File: src/rtl/seq_detect_pkg.sv
// Shared constants for the programmable sequence detector: FSM state
// encoding and the default sizing parameters.
package seq_detect_pkg;

  localparam int MAXLEN_DEF = 8;
  localparam int CNTW_DEF   = 8;
  localparam int LENW_DEF   = 4;

  typedef enum logic [1:0] {
    ST_IDLE = 2'd0,
    ST_RUN  = 2'd1,
    ST_HALT = 2'd2
  } state_e;

  // A pattern length is usable only when it selects at least one bit and
  // fits inside the history window.
  function automatic logic lenLegal(input int len, input int maxLen);
    return (len >= 1) && (len <= maxLen);
  endfunction

endpackage

File: src/rtl/seq_match_core.sv
// Serial-bit matcher: keeps a shift history and a fill count, and flags a
// Mealy match when the newest len bits equal the programmed pattern.
module seq_match_core #(
  parameter int MAXLEN = 8,
  parameter int LENW   = 4
) (
  input  logic              clk,
  input  logic              reset,
  input  logic              clear_i,
  input  logic              enable_i,
  input  logic              x_i,
  input  logic [LENW-1:0]   len_i,
  input  logic [MAXLEN-1:0] pattern_i,
  input  logic              overlap_i,
  output logic              y_o
);

  localparam int FILLW = $clog2(MAXLEN + 1);
  localparam logic [FILLW-1:0] FILL_ONE = FILLW'(1);
  localparam logic [FILLW-1:0] FILL_MAX = FILLW'(MAXLEN);

  logic [MAXLEN-1:0] hist_q, hist_d;
  logic [FILLW-1:0]  fill_q, fill_d;
  logic [MAXLEN-1:0] cand;
  logic              bitsMatch;
  logic              enoughBits;

  assign cand = {hist_q[MAXLEN-2:0], x_i};

  // Only the low len bits of the candidate take part in the compare.
  always_comb begin
    bitsMatch = 1'b1;
    for (int i = 0; i < MAXLEN; i++) begin
      if ((i < int'(len_i)) && (cand[i] != pattern_i[i])) begin
        bitsMatch = 1'b0;
      end
    end
  end

  assign enoughBits = (int'(fill_q) + 1) >= int'(len_i);
  assign y_o        = enable_i && enoughBits && bitsMatch;

  always_comb begin
    hist_d = hist_q;
    fill_d = fill_q;
    if (clear_i) begin
      hist_d = '0;
      fill_d = '0;
    end else if (enable_i) begin
      hist_d = cand;
      if (y_o && !overlap_i) begin
        fill_d = '0;
      end else if (fill_q != FILL_MAX) begin
        fill_d = fill_q + FILL_ONE;
      end
    end
  end

  always_ff @(posedge clk) begin
    if (!reset) begin
      hist_q <= '0;
      fill_q <= '0;
    end else begin
      hist_q <= hist_d;
      fill_q <= fill_d;
    end
  end

endmodule

File: src/rtl/seq_detect_ctrl.sv
// Programmable Mealy sequence-detector controller: config port, IDLE/RUN/HALT
// FSM, saturating match counter and sticky threshold interrupt.
module seq_detect_ctrl
  import seq_detect_pkg::*;
#(
  parameter int MAXLEN = MAXLEN_DEF,
  parameter int CNTW   = CNTW_DEF,
  parameter int LENW   = LENW_DEF
) (
  input  logic              clk,
  input  logic              reset,
  input  logic              cfg_valid,
  output logic              cfg_ready,
  input  logic [MAXLEN-1:0] cfg_pattern,
  input  logic [LENW-1:0]   cfg_len,
  input  logic              cfg_overlap,
  input  logic [CNTW-1:0]   cfg_threshold,
  input  logic              stop,
  input  logic              x_valid,
  input  logic              x,
  output logic              y,
  output logic [CNTW-1:0]   match_count,
  output logic              irq,
  input  logic              irq_clr,
  output logic              cfg_err,
  output logic [1:0]        state_o
);

  state_e            state_q, state_d;
  logic [MAXLEN-1:0] pattern_q;
  logic [LENW-1:0]   len_q;
  logic              overlap_q;
  logic [CNTW-1:0]   threshold_q;
  logic [CNTW-1:0]   count_q, count_d;
  logic              irq_q, irq_d;
  logic              cfgErr_q, cfgErr_d;

  logic cfgAccept;
  logic cfgLegal;
  logic goodCfg;
  logic haltClear;
  logic coreEnable;
  logic coreClear;
  logic matchY;
  logic hitThreshold;

  assign cfgAccept  = cfg_valid && cfg_ready;
  assign cfgLegal   = lenLegal(int'(cfg_len), MAXLEN);
  assign goodCfg    = cfgAccept && cfgLegal;
  // A config arriving in HALT outranks an irq acknowledge in the same cycle.
  assign haltClear  = (state_q == ST_HALT) && irq_clr && !cfgAccept;
  assign coreEnable = (state_q == ST_RUN) && x_valid && !stop;
  assign coreClear  = goodCfg || haltClear;

  assign hitThreshold = (threshold_q != '0) &&
                        (({1'b0, count_q} + {{CNTW{1'b0}}, 1'b1}) == {1'b0, threshold_q});

  seq_match_core #(
    .MAXLEN (MAXLEN),
    .LENW   (LENW)
  ) u_core (
    .clk       (clk),
    .reset     (reset),
    .clear_i   (coreClear),
    .enable_i  (coreEnable),
    .x_i       (x),
    .len_i     (len_q),
    .pattern_i (pattern_q),
    .overlap_i (overlap_q),
    .y_o       (matchY)
  );

  always_ff @(posedge clk) begin
    if (!reset) begin
      state_q <= ST_IDLE;
    end else begin
      state_q <= state_d;
    end
  end

  always_comb begin
    state_d = state_q;
    unique case (state_q)
      ST_IDLE: begin
        if (cfgAccept) state_d = cfgLegal ? ST_RUN : ST_IDLE;
      end
      ST_RUN: begin
        if (stop)                        state_d = ST_IDLE;
        else if (matchY && hitThreshold) state_d = ST_HALT;
      end
      ST_HALT: begin
        if (cfgAccept)    state_d = cfgLegal ? ST_RUN : ST_IDLE;
        else if (irq_clr) state_d = ST_RUN;
      end
      default: state_d = ST_IDLE;
    endcase
  end

  always_comb begin
    cfg_ready = (state_q != ST_RUN);
    state_o   = state_q;
    y         = matchY;
  end

  always_comb begin
    count_d  = count_q;
    irq_d    = irq_q;
    cfgErr_d = cfgErr_q;
    if (cfgAccept) cfgErr_d = !cfgLegal;
    if (coreClear) begin
      count_d = '0;
      irq_d   = 1'b0;
    end else if (matchY) begin
      if (count_q != '1) count_d = count_q + CNTW'(1);
      if (hitThreshold)  irq_d   = 1'b1;
    end
  end

  always_ff @(posedge clk) begin
    if (!reset) begin
      pattern_q   <= '0;
      len_q       <= '0;
      overlap_q   <= 1'b0;
      threshold_q <= '0;
      count_q     <= '0;
      irq_q       <= 1'b0;
      cfgErr_q    <= 1'b0;
    end else begin
      if (goodCfg) begin
        pattern_q   <= cfg_pattern;
        len_q       <= cfg_len;
        overlap_q   <= cfg_overlap;
        threshold_q <= cfg_threshold;
      end
      count_q  <= count_d;
      irq_q    <= irq_d;
      cfgErr_q <= cfgErr_d;
    end
  end

  assign match_count = count_q;
  assign irq         = irq_q;
  assign cfg_err     = cfgErr_q;

endmodule

File: config.mk
export PLATFORM = sky130hd
export DESIGN_NAME = seq_detect_ctrl
export DESIGN_NICKNAME = d
export VERILOG_FILES = /design/src/rtl/seq_detect_pkg.sv /design/src/rtl/seq_match_core.sv /design/src/rtl/seq_detect_ctrl.sv
export SDC_FILE = /design/constraint.sdc
export NUM_CORES = 1
export LEC_CHECK = 0
export CAP_MARGIN = 0
export CELL_PAD_IN_SITES_DETAIL_PLACEMENT = 0
export CELL_PAD_IN_SITES_GLOBAL_PLACEMENT = 1
export CORE_MARGIN = 2
export CORE_UTILIZATION = 30
export CTS_BUF_LIST = sky130_fd_sc_hd__clkbuf_4 sky130_fd_sc_hd__clkbuf_8
export CTS_CLUSTER_SIZE = 30
export DETAILED_ROUTE_END_ITERATION = 16
export GPL_TIMING_DRIVEN = 0
export HOLD_SLACK_MARGIN = 0.1
export MAX_ROUTING_LAYER = met4
export PLACE_DENSITY_LB_ADDON = 0.12
export SLEW_MARGIN = 20
export SYNTH_ARGS = -nofsm -noshare
export SYNTH_HDL_FRONTEND = slang
export SYNTH_SLANG_ARGS = --single-unit
File: constraint.sdc
create_clock -name clk -period 2.7 [get_ports clk]
set_input_delay 0.405 -clock clk [delete_from_list [all_inputs] [get_ports clk]]
set_output_delay 0.405 -clock clk [all_outputs]
set_load 0.005 [all_outputs]
# Word-level counts from Yosys, hierarchy flattened

Index checks and enable logic that the tools add are counted.

Bitwise logic cells: 1
Multiplexer cells: 17
Add/sub/neg operators: 4
Reduce and logical (&&, ||, !) cells: 33
Order comparisons: 11
Equal/unequal tests: 17

Operators by type and width:

| operator                                                          | count |
|---|---|
| greater-or-equal comparator 32 x 5 -> 1 bit                       | 1 |
| logical AND 1 bit                                                 | 20 |
| < comparator 3 x 4 -> 1 bit, first input constant                 | 4 |
| 2-to-1 mux 2 bit                                                  | 5 |
| adder 8 x 1 -> 9 bit, second input constant                       | 1 |
| == test 9 x 8 -> 1 bit                                            | 1 |
| 2-to-1 mux 1 bit                                                  | 9 |
| adder 8 x 1 -> 8 bit, second input constant                       | 1 |
| < comparator 1 x 4 -> 1 bit, first input constant                 | 2 |
| < comparator 2 x 4 -> 1 bit, first input constant                 | 2 |
| 2-to-1 mux 4 bit                                                  | 2 |
| inequality test 1 bit                                             | 8 |
| inequality test 8 bit, second input constant                      | 1 |
| nonzero test 8 bit                                                | 1 |
| case mux 2 bit (3 select lines)                                   | 1 |
| AND reduction 2 bit                                               | 3 |
| adder 4 x 1 -> 5 bit, second input constant                       | 1 |
| adder 4 x 1 -> 4 bit, second input constant                       | 1 |
| greater-or-equal comparator 4 x 1 -> 1 bit, second input constant | 1 |
| less-or-equal comparator 4 bit, second input constant             | 1 |
| zero test 1 bit                                                   | 4 |
| inequality test 4 bit, second input constant                      | 1 |
| inequality test 3 x 2 -> 1 bit, second input constant             | 1 |
| inequality test 3 bit, second input constant                      | 1 |
| other kinds (10)                                                  | 10 |

Bits of input ports: 28
Output and inout port bits: 14
Logic and storage cells: 93
Register bits after elaboration: 44

# Depth between registers and ports, before layout

Gate-level depths: netlist (run 1).

Depth in word-level cells: 15
Depth in mapped cells: 9
Depth with buffers taken out: 9

# Cells and area by module

Synthesis (run 1) repeated with hierarchy kept, for this count alone.

Cell total of the unflattened synthesis: 288
Area, all modules: 2378.5 um2

Modules (own cells, without submodules):

| module          | times used | cells each | seq. area each (um2) | area each (um2) |
|---|---|---|---|---|
| seq_detect_ctrl | 1          | 199        | 660.6                | 1619.1 |
| seq_match_core  | 1          | 89         | 220.2                | 759.5 |

# Worst setup path before layout (run 1)

Ideal clock, no wire load.

Path kind: register to register
From: register u_core.fill_q[0]
To: register count_q[4], in the netlist match_count[4]
Required time: 2.630 ns
Path slack: 0.524 ns
Cell stages (with the launch flop): 9
Path buffers: 0
Setup time: 0.070 ns
Arrival time: 2.106 ns
Cell sequence: dfxtp_1 -> inv_1 -> ha_1 -> ha_1 -> a211oi_1 -> o21ai_0 -> nand4_2 -> or4_1 -> a21oi_1

Cells in the longest elaborated chain, start to end: 5

Ends and longest elaborated chain:

| element                                     | RTL line               | text |
|---|---|---|
| start: declaration                          | seq_match_core.sv:23   | `logic [FILLW-1:0] fill_q, fill_d;` |
| start signal: assignment                    | seq_match_core.sv:65   | `fill_q <= fill_d;` |
| adder 4 x 1 -> 5 bit                        | seq_match_core.sv:40   | `assign enoughBits = (int'(fill_q) + 1) >= int'(len_i);` |
| greater-or-equal comparator 32 x 5 -> 1 bit | seq_match_core.sv:40   |  |
| logical AND 1 bit (2 in series)             | seq_match_core.sv:41   | `assign y_o = enable_i && enoughBits && bitsMatch;` |
| AND reduction 2 bit (no source line)        | n/a                    |  |
| end signal: assignment                      | seq_detect_ctrl.sv:135 | `count_q <= count_d;` |
| end: declaration                            | seq_detect_ctrl.sv:34  | `logic [CNTW-1:0] count_q, count_d;` |

Every way passes these cells.
A chain may end at the register's enable or synchronous reset.

# Worst setup path after layout (run 1)

From: register u_core.fill_q[0]
To: register count_q[3], in the netlist match_count[3]

The elaborated chain is that of the path after synthesis.

==> results of run 1 <==
==> cell families after synthesis <==
group / count (synthesis) / synth area share, %
simple gates: 98 / 21.8
compound gates: 58 / 16.7
flops: 44 / 37.8
buf+inv: 22 / 3.76
mux: 21 / 9.02
xor+xnor: 19 / 7.14
fa+ha+maj: 7 / 3.76
==> per-layer routing <==
layer  GRT usage, %  up-vias  share of wire (%)
li1               -     1072                  -
met1           22.5      964                 53
met2           22.5       28                 43
met3           3.37        4                3.2
met4           2.99        0               0.76
met5              -        -                  0
==> sequential cells by signal, summed over array words and instances, names as in the netlist, 2 cells and up <==
name,flops
len_q,4
match_count,8
pattern_q,8
state_o,2
threshold_q,8
u_core.fill_q,4
u_core.hist_q,7
==> layout by cell type, fill, tap and decap left out, types with 4 or more instances in the layout <==
cell type        Yosys  routed
inv_1               11      10
buf_4                0       4
xor2_1              10      10
dfxtp_1             44      41
nand3_1              9       9
ha_1                 7       5
xnor2_1              9       9
nor2_1              25      25
nand2_1             27      27
clkdlybuf4s50_1      0      40
or4_1                4       4
nand2b_1             5       5
a21oi_1             19      19
clkbuf_1             7       5
clkbuf_8             0       6
nor2b_1              4       4
o31ai_1              7       7
mux2i_1             21      21
o21ai_0              8       7
==> what timing repair did <==
action	CTS	global route
resized for setup	6	13
hold buffers	0	0
setup endpoints to repair	11	17
pin swaps	0	2
buffers inserted	3	1
==> critical path: stages (launching register included) <==
cell	delay (ns)
dfxtp_4	0.38
ha_2	0.20
xor2_1	0.15
ha_2	0.32
o21ai_0	0.06
o21ai_1	0.18
nand4_2	0.17
buf_4	0.18
buf_4	0.16
clkbuf_2	0.21
o31ai_1	0.31
a21oi_1	0.10
==> worst paths after layout <==
check,startpoint,to,slack (ns),depth (start not counted)
setup / recovery,u_core.fill_q[0]$_SDFFE_PP0P_,match_count[3]$_SDFFE_PP0P_,0.17,11
hold / removal,u_core.hist_q[6]$_SDFFE_PP0P_,u_core.hist_q[6]$_SDFFE_PP0P_,0.47,2
setup reg to reg,u_core.fill_q[0]$_SDFFE_PP0P_,match_count[3]$_SDFFE_PP0P_,0.17,11
hold reg to reg,u_core.hist_q[6]$_SDFFE_PP0P_,u_core.hist_q[6]$_SDFFE_PP0P_,0.47,2
==> final cells by class <==
cell class                 count  area [µm²]
inverter                      11        41.3
clock buffer                   6        82.6
fill                         810        4570
timing repair buffer          45         443
multi-input combinational    203        1400
tap                          102         128
clock inverter                 2        10.0
buffer                        11        48.8
sequential                    44         887
==> power breakdown <==
group,internal (µW),switching (µW)
clock,205,235
sequential,668,22.0
combinational,100,90.9
total,974,348
==> through the flow <==
stage | utilization [%] | total power (µW)
6_report | 40.0 | 1320
5_1_grt | 40.0 | 1400
4_1_cts | 39.3 | 1340
3_5_place_dp | 37.7 | 891
3_3_place_gp | 37.7 | 891
2_1_floorplan | - | 805
==> run metrics, run 1 <==
status complete, no violations; global-route wire length before repair 10200 µm; total of max-cap violations 0; Area Overhead vs Synth 30.5%; synth top area cells dfxtp_1, mux2i_1, nand2_1, a21oi_1, nor2_1; share of layout cells above drive strength 1 10.6%; total track usage 15.6%; worst-case clock buffer depth 2; Routed Antenna Nets 0; Post-synth EDFFs 0; antenna violations before repair 0; Synth Cell Area 0.00233 mm²; number of core rows 32; Initial DRT Pass Iterations 4; cell taking the most area after synthesis dfxtp_1; DP Wirelength 4400 µm; design area 0.00304 mm²; io pins 42; TritonCTS Buffers 5; Final WS setup 0.166 ns; placed cells 412; Reg clk slew, reported paths 0.09 ns; Setup WS pre-CTS -0.390 ns; Worst setup EP type flop; WP data required 2.88 ns; Post-synth top cells dfxtp_1, nand2_1, nor2_1; core area 0.00761 mm²; worst-path fanout max 10; maximum clock rate 395 MHz; final slew viol count 0; Die Footprint 0.00849 mm²; DRC viols 0; RSZ-0062 raised after global routing no; Sum Neg Setup Slack 0 ns; register area share after synthesis 37.8%; DP Area 0.00287 mm²; TritonCTS clock tree built; Initial Utilization 30.6%; share of the synthesized area in the top cell type 37.8%; worst vdd ir 0.191 mV; crit path DAT 2.72 ns; pin count of the biggest net entering global routing 14; via count 2068; ANT cells 0; Chip Height 92.1 µm; fin crit period 2.53 ns; Syn Inst Count 269; WL per Instance 14.3 µm; final cycle utilization of the critical path 93.8%; clock latency on the worst-skew pair 0.30 ns; Root Buffer clkbuf_8; drt total wl 6050 µm; Pleak 0.00119 µW; Final nets 356; Worst Tran Pin Value 0.625 ns; GPL Wtd Cong 0.810; ys flop type dfxtp_1; vias in the first global route 1981; first-iteration detailed-routing DRC count 90; Synth cell types 52; top-count cell post-synth dfxtp_1; net count after synthesis 304; Clock Skew 0.0104 ns; PD cells 435 mW/mm²; synth warn 0; final hold vios 0; H-tree depth 2; ys async rst share 0%; IO buf count 41; Final Non-Filler Cells 424; crit path kind reg -> reg; WHS 0.469 ns; sinks on the clock net 44; final setup violation count 0; Vias per Instance 4.88; die width 92.1 µm; type of origin of the critical path flop; Remaining Overflow, GRT 0; Synth Area per Inst 8.66 µm²; relative slew slack 58.0%; post-synthesis sequential element count 44; hold crit path type reg -> reg
No activity file was read; power rests on OpenSTA's default activity.
==> inputs of run 2 (changes only) <==
SKIP_CTS_REPAIR_TIMING = 1   (was default)
==> run metrics, run 2 (same netlist as run 1, synthesis figures left out) <==
Root Buffer clkbuf_8 (unchanged); first-iteration detailed-routing DRC count 89 (was 90); crit path kind reg -> out (was reg -> reg); number of core rows 32 (unchanged); crit path DAT 2.19 ns (was 2.72 ns); Die Footprint 0.00849 mm² (unchanged); via count 2098 (was 2068); DP Wirelength 4400 µm (unchanged); WHS 0.468 ns (was 0.469 ns); share of layout cells above drive strength 1 11.3% (was 10.6%); clock latency on the worst-skew pair 0.30 ns (about the same); worst-path fanout max 6 (was 10); GPL Wtd Cong 0.810 (unchanged); hold crit path type reg -> reg (unchanged); core area 0.00761 mm² (unchanged); die width 92.1 µm (unchanged); PD cells 430 mW/mm² (was 435 mW/mm²); post-layout util 40.6% (was 40.0%); Reg clk slew, reported paths 0.09 ns (about the same); io pins 42 (unchanged); TritonCTS Buffers 5 (unchanged); most common cell after layout, fill and taps aside dfxtp_1 (unchanged); vias in the first global route 1981 (unchanged); TritonCTS clock tree built (unchanged); worst-case clock buffer depth 2 (unchanged); type of origin of the critical path flop (unchanged); met2 WL 2640 µm (was 2620 µm); Pleak 0.00121 µW (was 0.00119 µW); WL per Instance 14.3 µm (about the same); sinks on the clock net 44 (unchanged); final setup violation count 0 (unchanged); IO buf count 41 (unchanged); final slew viol count 0 (unchanged); global-route wire length before repair 10200 µm (about the same); Power, Total 1330 µW (was 1320 µW); most frequent cells in the layout dfxtp_1, clkdlybuf4s50_1, nand2_1 (unchanged); Routed Antenna Nets 0 (unchanged); final hold vios 0 (unchanged); worst vdd ir 0.193 mV (was 0.191 mV); ANT cells 0 (unchanged); Initial DRT Pass Iterations 4 (unchanged); H-tree depth 2 (unchanged); WP data required 2.30 ns (was 2.88 ns); maximum clock rate 386 MHz (was 395 MHz); R2R depth 10 (was 11); relative slew slack 55.4% (was 58.0%); top sig layer met4 (unchanged); drt total wl 6120 µm (was 6050 µm); RSZ-0062 raised after global routing no (unchanged); final cycle utilization of the critical path 96.0% (was 93.8%); fin crit period 2.59 ns (was 2.53 ns); antenna violations before repair 0 (unchanged); Worst Tran Pin Value 0.664 ns (was 0.625 ns); DRC viols 0 (unchanged); DRT met1 WL 3170 µm (was 3200 µm); Chip Height 92.1 µm (unchanged); Initial Utilization 30.6% (unchanged); Final nets 360 (was 356); fillcell total 811 (was 810); WHS Path Cells 2 (unchanged); Vias per Instance 4.90 (was 4.88); total track usage 15.5% (was 15.6%); status complete, no violations (unchanged); Worst setup EP type primary output (was flop); WL met3 238 µm (was 191 µm); Clock Skew 0.0104 ns (about the same); Area Overhead vs Synth 32.6% (was 30.5%); Remaining Overflow, GRT 0 (unchanged); pin count of the biggest net entering global routing 14 (unchanged); total of max-cap violations 0 (unchanged)
## run 2: path summary, 6_finish.rpt
kind	startpoint	end	slack (ns)
hold / removal	u_core.hist_q[6]$_SDFFE_PP0P_	u_core.hist_q[6]$_SDFFE_PP0P_	0.47
setup reg to reg	u_core.fill_q[0]$_SDFFE_PP0P_	match_count[3]$_SDFFE_PP0P_	0.15
setup / recovery	u_core.fill_q[0]$_SDFFE_PP0P_	y	0.11
hold reg to reg	u_core.hist_q[6]$_SDFFE_PP0P_	u_core.hist_q[6]$_SDFFE_PP0P_	0.47
## run 2: layout make-up
| class | count | area [µm²] | area share, % |
|---|---|---|---|
| buffer | 11 | 47.5 | 1.54 |
| clock buffer | 6 | 82.6 | 2.67 |
| clock inverter | 2 | 10.0 | 0.324 |
| inverter | 11 | 41.3 | 1.34 |
| multi-input combinational | 203 | 1410 | 45.6 |
| sequential | 44 | 887 | 28.7 |
| tap | 102 | 128 | 4.13 |
| timing repair buffer | 49 | 485 | 15.7 |
## run 2: worst max-delay path, cell delays in order (launching register included)
cell and delay, ns:
dfxtp_4 0.38, ha_2 0.20, xor2_1 0.15, ha_2 0.32, o21ai_0 0.06, o21ai_1 0.24, nand4_4 0.17, buf_12 0.18
inv_2 0.06, dlymetal6s2s_1 0.12
## run 2: stage by stage
| stage | setup slack, ns | TNS, ns | cells | area [µm²] |
|---|---|---|---|---|
| 4_1_cts | -0.511 | -1.05 | 420 | 2960 |
| 3_5_place_dp | -0.390 | -4.12 | 412 | 2870 |
| 3_3_place_gp | -0.445 | -4.68 | 412 | 2870 |
| 6_report | 0.108 | 0 | 428 | 3090 |
| 2_1_floorplan | 0.524 | 0 | 269 | 2330 |
| 5_1_grt | 0.0132 | 0 | 428 | 3090 |
## run 2: where the power goes
group | internal, µW | switching [µW] | leakage [µW]
Sequential | 668 | 22.3 | 0.000359
Combinational | 103 | 92.7 | 0.000801
Clock | 205 | 236 | 0.0000510
## run 2: per-layer routing
layer  global-route usage, %  vias up
li1                        -     1078
met5                       -        -
met4                    2.99        0
met2                    22.2       43
met3                    3.37        6
met1                    22.4      971
